--- src/rtl/i2c_reg_bank_pkg.sv ---
// i2c_reg_bank_pkg: state encoding, sizing helper and default register map for the I2C register bank
package i2c_reg_bank_pkg;

   typedef enum logic [1:0] {ST_IDLE, ST_PTR, ST_DATA} state_t;

   localparam int REG_CTRL   = 0;
   localparam int REG_LED    = 1;
   localparam int REG_STATUS = 4;

   // Bits needed to index n items, never less than one so vectors stay legal
   function automatic int idx_width(input int n);
      int w;
      for (w = 1; (1 << w) < n; w++) begin
      end
      return w;
   endfunction

endpackage

--- src/rtl/i2c_reg_bank_byte_sel.sv ---
// i2c_reg_bank_byte_sel: selects one little-endian byte lane of a register word
module i2c_reg_bank_byte_sel #(
   parameter int REG_BYTES = 2,
   parameter int BW        = 1
) (
   input  logic [8*REG_BYTES-1:0] word,
   input  logic [BW-1:0]          idx,
   output logic [7:0]             lane
);

   // Lanes past the end of the word read as zero
   always_comb lane = (int'(idx) < REG_BYTES) ? word[8*idx +: 8] : 8'h00;

endmodule

--- src/rtl/i2c_reg_bank.sv ---
// i2c_reg_bank: pointer-addressed register file behind the i2c_slave byte streams
module i2c_reg_bank
   import i2c_reg_bank_pkg::*;
#(
   parameter int                              NUM_REGS    = 8,
   parameter int                              REG_BYTES   = 2,
   parameter logic [NUM_REGS-1:0]             WRITE_MASK  = NUM_REGS'('h0F),
   parameter logic [NUM_REGS*8*REG_BYTES-1:0] RESET_VALUE = '0
) (
   input  logic                              clk,
   input  logic                              rst_n,
   input  logic                              bus_addressed,
   input  logic [7:0]                        rx_tdata,
   input  logic                              rx_tvalid,
   output logic                              rx_tready,
   output logic [7:0]                        tx_tdata,
   output logic                              tx_tvalid,
   input  logic                              tx_tready,
   output logic [NUM_REGS*8*REG_BYTES-1:0]   reg_q,
   input  logic [NUM_REGS*8*REG_BYTES-1:0]   status_i,
   output logic [NUM_REGS-1:0]               wr_strobe,
   output logic [NUM_REGS-1:0]               rd_strobe
);

   localparam int RW = 8 * REG_BYTES;
   localparam int PW = idx_width(NUM_REGS);
   localparam int BW = idx_width(REG_BYTES);

   state_t        state;
   logic [PW-1:0] ptr, ptr_next, ptr_load;
   logic [BW-1:0] byte_idx;
   logic [RW-1:0] staging, merged, snapshot, live;
   logic [RW-1:0] regs [NUM_REGS];
   logic          addr_q;

   wire rise    = bus_addressed & ~addr_q;
   wire rx_fire = rx_tvalid & rx_tready;
   wire tx_fire = tx_tvalid & tx_tready;
   wire last    = byte_idx == BW'(REG_BYTES - 1);

   // Pointer wrap, pointer-byte folding, staging merge and the word a snapshot would capture
   always_comb begin
      ptr_next = (ptr == PW'(NUM_REGS - 1)) ? '0 : ptr + 1'b1;
      ptr_load = (int'(rx_tdata[PW-1:0]) >= NUM_REGS) ? rx_tdata[PW-1:0] - PW'(NUM_REGS) : rx_tdata[PW-1:0];
      merged = staging;
      merged[8*byte_idx +: 8] = rx_tdata;
      live = WRITE_MASK[ptr] ? regs[ptr] : status_i[RW*ptr +: RW];
   end

   // Flat register image; read-only slots show zero
   always_comb begin
      reg_q = '0;
      for (int r = 0; r < NUM_REGS; r++) reg_q[r*RW +: RW] = WRITE_MASK[r] ? regs[r] : '0;
   end

   // Transaction sequencing: new-transaction restart, pointer load, atomic commits, snapshot reads
   always_ff @(posedge clk or negedge rst_n) begin
      if (!rst_n) begin
         state     <= ST_IDLE;
         ptr       <= '0;
         byte_idx  <= '0;
         staging   <= '0;
         snapshot  <= '0;
         addr_q    <= 1'b0;
         rx_tready <= 1'b0;
         tx_tvalid <= 1'b0;
         wr_strobe <= '0;
         rd_strobe <= '0;
         for (int r = 0; r < NUM_REGS; r++) regs[r] <= WRITE_MASK[r] ? RESET_VALUE[r*RW +: RW] : '0;
      end else begin
         addr_q    <= bus_addressed;
         rx_tready <= 1'b1;
         wr_strobe <= '0;
         rd_strobe <= '0;
         if (rise) begin
            state     <= ST_PTR;
            byte_idx  <= '0;
            staging   <= '0;
            tx_tvalid <= 1'b0;
         end else if (rx_fire && state != ST_IDLE) begin
            tx_tvalid <= 1'b0;
            if (state == ST_PTR) begin
               state    <= ST_DATA;
               ptr      <= ptr_load;
               byte_idx <= '0;
            end else if (last) begin
               if (WRITE_MASK[ptr]) begin
                  regs[ptr]      <= merged;
                  wr_strobe[ptr] <= 1'b1;
               end
               ptr      <= ptr_next;
               byte_idx <= '0;
               staging  <= '0;
            end else begin
               staging  <= merged;
               byte_idx <= byte_idx + 1'b1;
            end
         end else if (tx_fire) begin
            if (last) begin
               ptr       <= ptr_next;
               byte_idx  <= '0;
               tx_tvalid <= 1'b0;
            end else begin
               byte_idx <= byte_idx + 1'b1;
            end
         end else if (!tx_tvalid && state != ST_IDLE && byte_idx == '0) begin
            snapshot       <= live;
            rd_strobe[ptr] <= 1'b1;
            tx_tvalid      <= 1'b1;
         end
      end
   end

   i2c_reg_bank_byte_sel #(.REG_BYTES(REG_BYTES), .BW(BW)) u_byte_sel (
      .word (snapshot),
      .idx  (byte_idx),
      .lane (tx_tdata)
   );

endmodule
--- config.mk ---
export PLATFORM = sky130hd
export DESIGN_NAME = i2c_reg_bank
export DESIGN_NICKNAME = d
export VERILOG_FILES = /design/src/rtl/i2c_reg_bank_pkg.sv /design/src/rtl/i2c_reg_bank_byte_sel.sv /design/src/rtl/i2c_reg_bank.sv
export SDC_FILE = /design/constraint.sdc
export NUM_CORES = 1
export LEC_CHECK = 0
export CORE_MARGIN = 2
export CORE_UTILIZATION = 42
export CTS_CLUSTER_DIAMETER = 200
export DETAILED_ROUTE_END_ITERATION = 6
export PLACE_DENSITY = 0.8
export SYNTH_ARGS = -nofsm -noshare
export SYNTH_HDL_FRONTEND = slang
export SYNTH_HIERARCHICAL = 1
export SYNTH_SLANG_ARGS = --single-unit
--- constraint.sdc ---
create_clock -name clk -period 2.1 [get_ports clk]
set_clock_uncertainty 0.1 [all_clocks]
set_input_delay 0.525 -clock clk [delete_from_list [all_inputs] [get_ports clk]]
set_output_delay 0.525 -clock clk [all_outputs]
set_load 0.01 [all_outputs]
==> impl_metrics.toml, run 1 <==
[clock_network]
clock-sinks = 121
htreeDepth = 4
path_clk_slew_ns = 0.05
clk_path_buf_depth = 2
cts_buffers = 17
cts_tree = "yes"
root_buffer = "clkbuf_16"
clock_latency_ns = 0.41
postCtsHoldBufs = 0

[critical_path]
r2r_end = "snapshot[14]$_DFFE_PN0P_"
slowest_stage = "dfrtp_4"
crit_chain = "buf_6, mux2_4, buf_6"
worst-path-max-fanout = 4
endpoint_kind = "output pin"
crit_top_cell = "buf_6"
path_class = "reg -> out"
crit_end = "tx_tdata[1]"
start_kind = "flip-flop"
worstSetupPathDepth = 3
r2r_slack_ns = 0.03
critPathMaxStageDelay_ns = 0.49
startpoint = "byte_idx$_DFFE_PN0P_"
cp.arrival_ns = 1.47
crit_family = "flip-flops"
r2r_cells = 6
worstPathRequired_ns = 1.47
timing.rr.start = "byte_idx$_DFFE_PN0P_"
worst-path-buf-inv = 2

[cells_and_area]
drive_gt1_frac = 0.1619
syn_to_final_growth_pct = 30.11
final_util = 0.5575
fin_cells = 1025
fin_area_um2 = 8823
nets = 940
diodes = 0
fillCellCount = 1321

[run_status]
status = "finished, final reports clean"

[detailed_routing]
firstDrtPassIters = 5
postRouteWirelength_um = 18620
wire_per_inst_um = 18.16
drt_iter0_drc = 337
drc = 0
vias = 5200
vias_per_cell = 5.073
postRouteAntennaNets = 0

[yosys]
synthCells = 669
synthAdderAreaFrac = 0.003690
synth_mux_area_frac = 0.1236
synth-compound-area-share = 0.1423
synth_xor_area_frac = 0
synth_top_family_by_area = "buffers and inverters"
ys_seq_elements = 121
mappedNetlistArea_um2 = 6782
synth.distinct_cells = 50
synthSimpleGateAreaFrac = 0.09631
synth-seq-area-share = 0.4465
synth_area_per_cell_um2 = 10.14
yosys_warnings = 6

[placement]
io_buffers = 166
hpwl_um = 13640
placed_cells_incl_taps = 991
routabilityCongestion = 0.8457
place_area_um2 = 8198
pre_cts_ws_ns = -0.2956

[power]
pwr-share-clk = 0.274
seqPwrFrac = 0.315
p_int_mw = 6.597
power_mw = 10.00
power_density_nw_per_um2 = 1133
comb_power_share = 0.411
ir_worst_vdd_uv = 663.9
switchingPower_mw = 3.404
p_sw_frac = 0.3403
p_leak_nw = 3.942

[timing]
fin_crit_ns = 2.094
timing.hold.ws_ns = 0.00009093
final-setup-viol-count = 0
timing.final.crit_share = 0.9973
slew_headroom = 0.5759
setup_slack_ns = 0.005721
max_freq_mhz = 477.5
setup_tns_ns = 0
hold_viol = 0
worst_pin_slew_ns = 0.6338
rsz0062_at_grt = "true"
timing.final.max_slew_violations = 0

[die]
rows = 46
die_h_um = 131.1
io_pins = 295
coreArea_um2 = 15830
start_util = 0.4285
die_area_um2 = 17180
die_w_um = 131.1

[global_routing]
grt_pass1_wl_um = 27630
grt_overflow = 0
grt_max_degree = 38
grt_pass1_vias = 4957
grt_use_total = 0.2145
antenna_found_initial = 0

[worst_hold_path]
hold_path.class = "in -> async"

[job]
drv_cap = 0
==> power groups by stage <==
stage	Clock, mW	Combinational [mW]	Sequential [mW]
after floorplan	0	2.76	3.03
final	2.74	4.11	3.15
after detailed placement	0	3.92	3.20
after global placement	0	3.87	3.18
after CTS	2.79	4.09	3.14
after global routing	2.89	4.44	3.20
==> synth_stat cells (all sizes together) <==
| cell type | count | area [µm²] |
|---|---|---|
| a22o | 12 | 105.1 |
| mux2 | 22 | 277.8 |
| o22ai | 8 | 50.05 |
| nor4 | 2 | 18.77 |
| or2 | 1 | 6.260 |
| nor3 | 6 | 40.04 |
| a31oi | 11 | 68.82 |
| clkbuf | 13 | 48.80 |
| nand2 | 62 | 232.7 |
| a211o | 6 | 52.55 |
| and3 | 2 | 12.51 |
| nor2b | 1 | 6.260 |
| a22oi | 4 | 30.03 |
| o21ai | 64 | 354.1 |
| o211ai | 2 | 15.01 |
| nand3b | 3 | 22.52 |
| o2bb2ai | 1 | 8.760 |
| ha | 2 | 25.02 |
| and2 | 10 | 62.56 |
| a221oi | 4 | 35.03 |
| a21oi | 40 | 200.2 |
| mux2i | 38 | 380.4 |
| nand3 | 2 | 15.01 |
| nand4b | 1 | 8.760 |
| o211a | 1 | 10.01 |
| a2bb2oi | 3 | 26.28 |
| conb | 2 | 7.510 |
| nand4 | 3 | 18.77 |
| dfrtp | 121 | 3028 |
| and3b | 1 | 8.760 |
| o32ai | 1 | 8.760 |
| inv | 9 | 33.78 |
| mux4 | 8 | 180.2 |
| and4 | 2 | 17.52 |
| nor3b | 2 | 15.01 |
| or4 | 1 | 7.510 |
| nor2 | 36 | 135.1 |
| buf | 158 | 1182 |
| or3 | 1 | 6.260 |
| nand2b | 3 | 18.77 |
==> layer usage <==
metal  up-vias  global-route usage  part of all wire
li1       2398                   -                 -
met1      2513              0.2729              0.40
met2       259              0.3359              0.47
met3        30             0.07589              0.11
met4         0             0.08448             0.025
met5         -                   0                 0
==> worst min path at each step <==
stage / startpoint / end / slack, ns
after floorplan: rst_n / addr_q$_DFF_PN0_ / 0.13
after global placement: staging[9]$_DFFE_PN0P_ / staging[9]$_DFFE_PN0P_ / 0.37
after detailed placement: staging[15]$_DFFE_PN0P_ / staging[15]$_DFFE_PN0P_ / 0.37
after CTS: rst_n / wr_strobe[7]$_DFF_PN0_ / 0.01
after global routing: rst_n / wr_strobe[7]$_DFF_PN0_ / 0.03
final: rst_n / wr_strobe[7]$_DFF_PN0_ / 0.00009
==> layout by cell type (no fill, tap or decap), types with 3 or more instances in the layout <==
cell type        instances
nor2_1                  36
buf_4                   35
o21ai_1                  3
a211o_1                  6
mux2_2                  14
nand2_1                 62
nand4_1                  3
clkbuf_16               17
nand3b_1                 3
mux4_2                   8
o21ai_2                  9
clkdlybuf4s50_1        156
o21ai_0                 52
buf_6                   10
dfrtp_1                118
o22ai_1                  8
conb_1                  69
a21oi_1                 40
nor3_1                   4
inv_1                    9
a2bb2oi_1                3
a22oi_1                  4
nand2b_1                 3
mux2i_1                 38
a31oi_1                 11
a22o_1                  12
and2_1                  10
buf_12                  11
mux2_4                   8
clkbuf_1                 4
clkinv_2                 5
==> cell type report <==
type,instances,area (µm²),share of cell area
multi-input combinational,435,2761,0.3130
timing repair buffer,213,2170,0.2459
clock inverter,9,100.1,0.01134
clock buffer,22,454.2,0.05147
sequential,121,3034,0.3439
inverter,9,33.78,0.003829
tap,216,270.3,0.03063
==> cell families after synthesis <==
family                   after synthesis
multiplexers                          68
AO/OA/AOI/OAI                        157
buffers and inverters                180
adder cells (fa/ha/maj)                2
other                                  2
AND/OR/NAND/NOR                      139
flip-flops                           121
==> state kept, by name, summed over array words and instances (netlist names) <==
register	cells
rx_tready	1
snapshot	16
byte_idx	1
reg_q	64
addr_q	1
ptr	3
tx_tvalid	1
state	2
staging	16
rd_strobe	8
wr_strobe	8
==> timing repair <==
action / 4_1_cts / 5_1_grt
cloned: 0 / 0
setup buffers: 3 / 0
pin swaps: 0 / 0
setup endpoints to repair: 9 / 11
gates resized for setup: 44 / 4
Power figures use the tool's default switching activity.
==> inputs of run 2 (changes only) <==
Settings changed: PLACE_DENSITY 0.8 to 0.84.
==> run 2 against run 1 <==
  * Count of clock-buffer cells in the layout fell by 1
  * Via count is essentially flat
  * Critical path depth unchanged
  * Non-clock buffer count fell by 3
  * Die area did not move
  * Sequential share of layout area is 0.14 points higher
  * Design area is 0.50% lower
  * Final cell count down 0.20%
  * First-iteration DRC count shrank 1.8%
  * Combinational power decreased by 5%
==> impl_metrics.toml, run 2 (same netlist as run 1, synthesis figures left out) <==
[global_routing]
grt_max_degree = 53
antenna_found_initial = 0
grt_pass1_vias = 4978
grt_use_total = 0.2154
grt_overflow = 0
grt_pass1_wl_um = 27640

[critical_path]
crit_family = "flip-flops"
critPathMaxStageDelay_ns = 0.41
timing.rr.start = "byte_idx$_DFFE_PN0P_"
startpoint = "byte_idx$_DFFE_PN0P_"
worstPathRequired_ns = 1.47
slowest_stage = "dfrtp_2"
crit_chain = "buf_6, mux2_4, buf_2"
cp.arrival_ns = 1.43
start_kind = "flip-flop"
path_class = "reg -> out"
worst-path-buf-inv = 2
endpoint_kind = "output pin"
worst-path-max-fanout = 5

[placement]
routabilityCongestion = 0.8565
pre_cts_ws_ns = -0.3123
io_buffers = 166
hpwl_um = 13980

[die]
die_area_um2 = 17180
die_w_um = 131.1
die_h_um = 131.1
start_util = 0.4285
coreArea_um2 = 15830
io_pins = 295
rows = 46

[detailed_routing]
vias = 5204
postRouteAntennaNets = 0
drt_iter0_drc = 331
drc = 0
wire_per_inst_um = 18.66
vias_per_cell = 5.087
firstDrtPassIters = 5
postRouteWirelength_um = 19090

[cells_and_area]
final_cell_mix = "clkdlybuf4s50_1, dfrtp_1, conb_1"
final_util = 0.5547
largest_register_ffs = 64
nets = 937
final_common_cell = "clkdlybuf4s50_1"
diodes = 0
syn_to_final_growth_pct = 29.46
fillCellCount = 1298
drive_gt1_frac = 0.1623

[timing]
rsz0062_at_grt = "false"
timing.final.crit_share = 0.9772
setup_slack_ns = 0.04779
setup_tns_ns = 0
timing.hold.ws_ns = 0.3851
fin_crit_ns = 2.052
slew_headroom = 0.5788
worst_pin_slew_ns = 0.6294
hold_viol = 0
timing.final.max_slew_violations = 0
max_freq_mhz = 487.3
final-setup-viol-count = 0

[clock_network]
cts_buffers = 17
clock-sinks = 121
clk_path_buf_depth = 2
clock_latency_ns = 0.41
path_clk_slew_ns = 0.05
cts_tree = "yes"
root_buffer = "clkbuf_16"
htreeDepth = 4

[power]
ir_worst_vdd_uv = 641.0
power_density_nw_per_um2 = 1156
p_leak_nw = 3.935

[worst_hold_path]
worstHoldStart = "staging[8]$_DFFE_PN0P_"
hold_path.class = "reg -> reg"

[run_status]
status = "finished, final reports clean"

[job]
drv_cap = 0
==> run 2: power breakdown <==
part           total [mW]  internal (mW)  switching (mW)
Sequential           3.15           2.77           0.380
Combinational        3.92           1.88            2.04
Clock                3.09           2.05            1.04
==> run 2: what timing repair did <==
item,4_1_cts,5_1_grt
gates resized for setup,34,7
endpoints found under the setup margin,9,7
endpoints found under the hold margin,9,0
hold buffers,1,0
setup buffers,2,0
==> run 2: worst paths after layout <==
path                                             to  slack, ns  cells past startpoint
max in group asynchronous  snapshot[10]$_DFFE_PN0P_       0.88                      3
max                                     tx_tdata[5]       0.05                      3
min reg2reg                  staging[8]$_DFFE_PN0P_       0.39                      1
min in group asynchronous    rd_strobe[1]$_DFF_PN0_       0.41                      2
max reg2reg                 snapshot[1]$_DFFE_PN0P_       0.06                      6
min                          staging[8]$_DFFE_PN0P_       0.39                      1
==> run 2: final cells by class <==
type                            instances  area, µm²  area share
Tap cell                              216      270.3     0.03078
Clock buffer                           21      460.4     0.05244
Inverter                                9      33.78    0.003848
Sequential cell                       121       3032      0.3453
Clock inverter                         11      168.9     0.01924
Timing Repair Buffer                  210       2052      0.2337
Multi-Input combinational cell        435       2763      0.3147
==> run 2: stage by stage <==
| stage | std cells | instance area [µm²] | total power [mW] |
|---|---|---|---|
| after floorplan | 736 | 7033 | 5.783 |
| after global placement | 988 | 8138 | 6.986 |
| after detailed placement | 988 | 8138 | 7.103 |
| after CTS | 1023 | 8773 | 10.17 |
| after global routing | 1023 | 8780 | 10.62 |
| final | 1023 | 8780 | 10.15 |
==> run 2: layer usage <==
| layer | GRT usage | vias to the layer above | wire [µm] |
|---|---|---|---|
| met5 | 0 | - | 0 |
| met4 | 0.07697 | 0 | 369 |
| met3 | 0.07630 | 25 | 1902 |
| met2 | 0.3517 | 239 | 9143 |
| met1 | 0.2651 | 2559 | 7674 |
| li1 | - | 2381 | - |
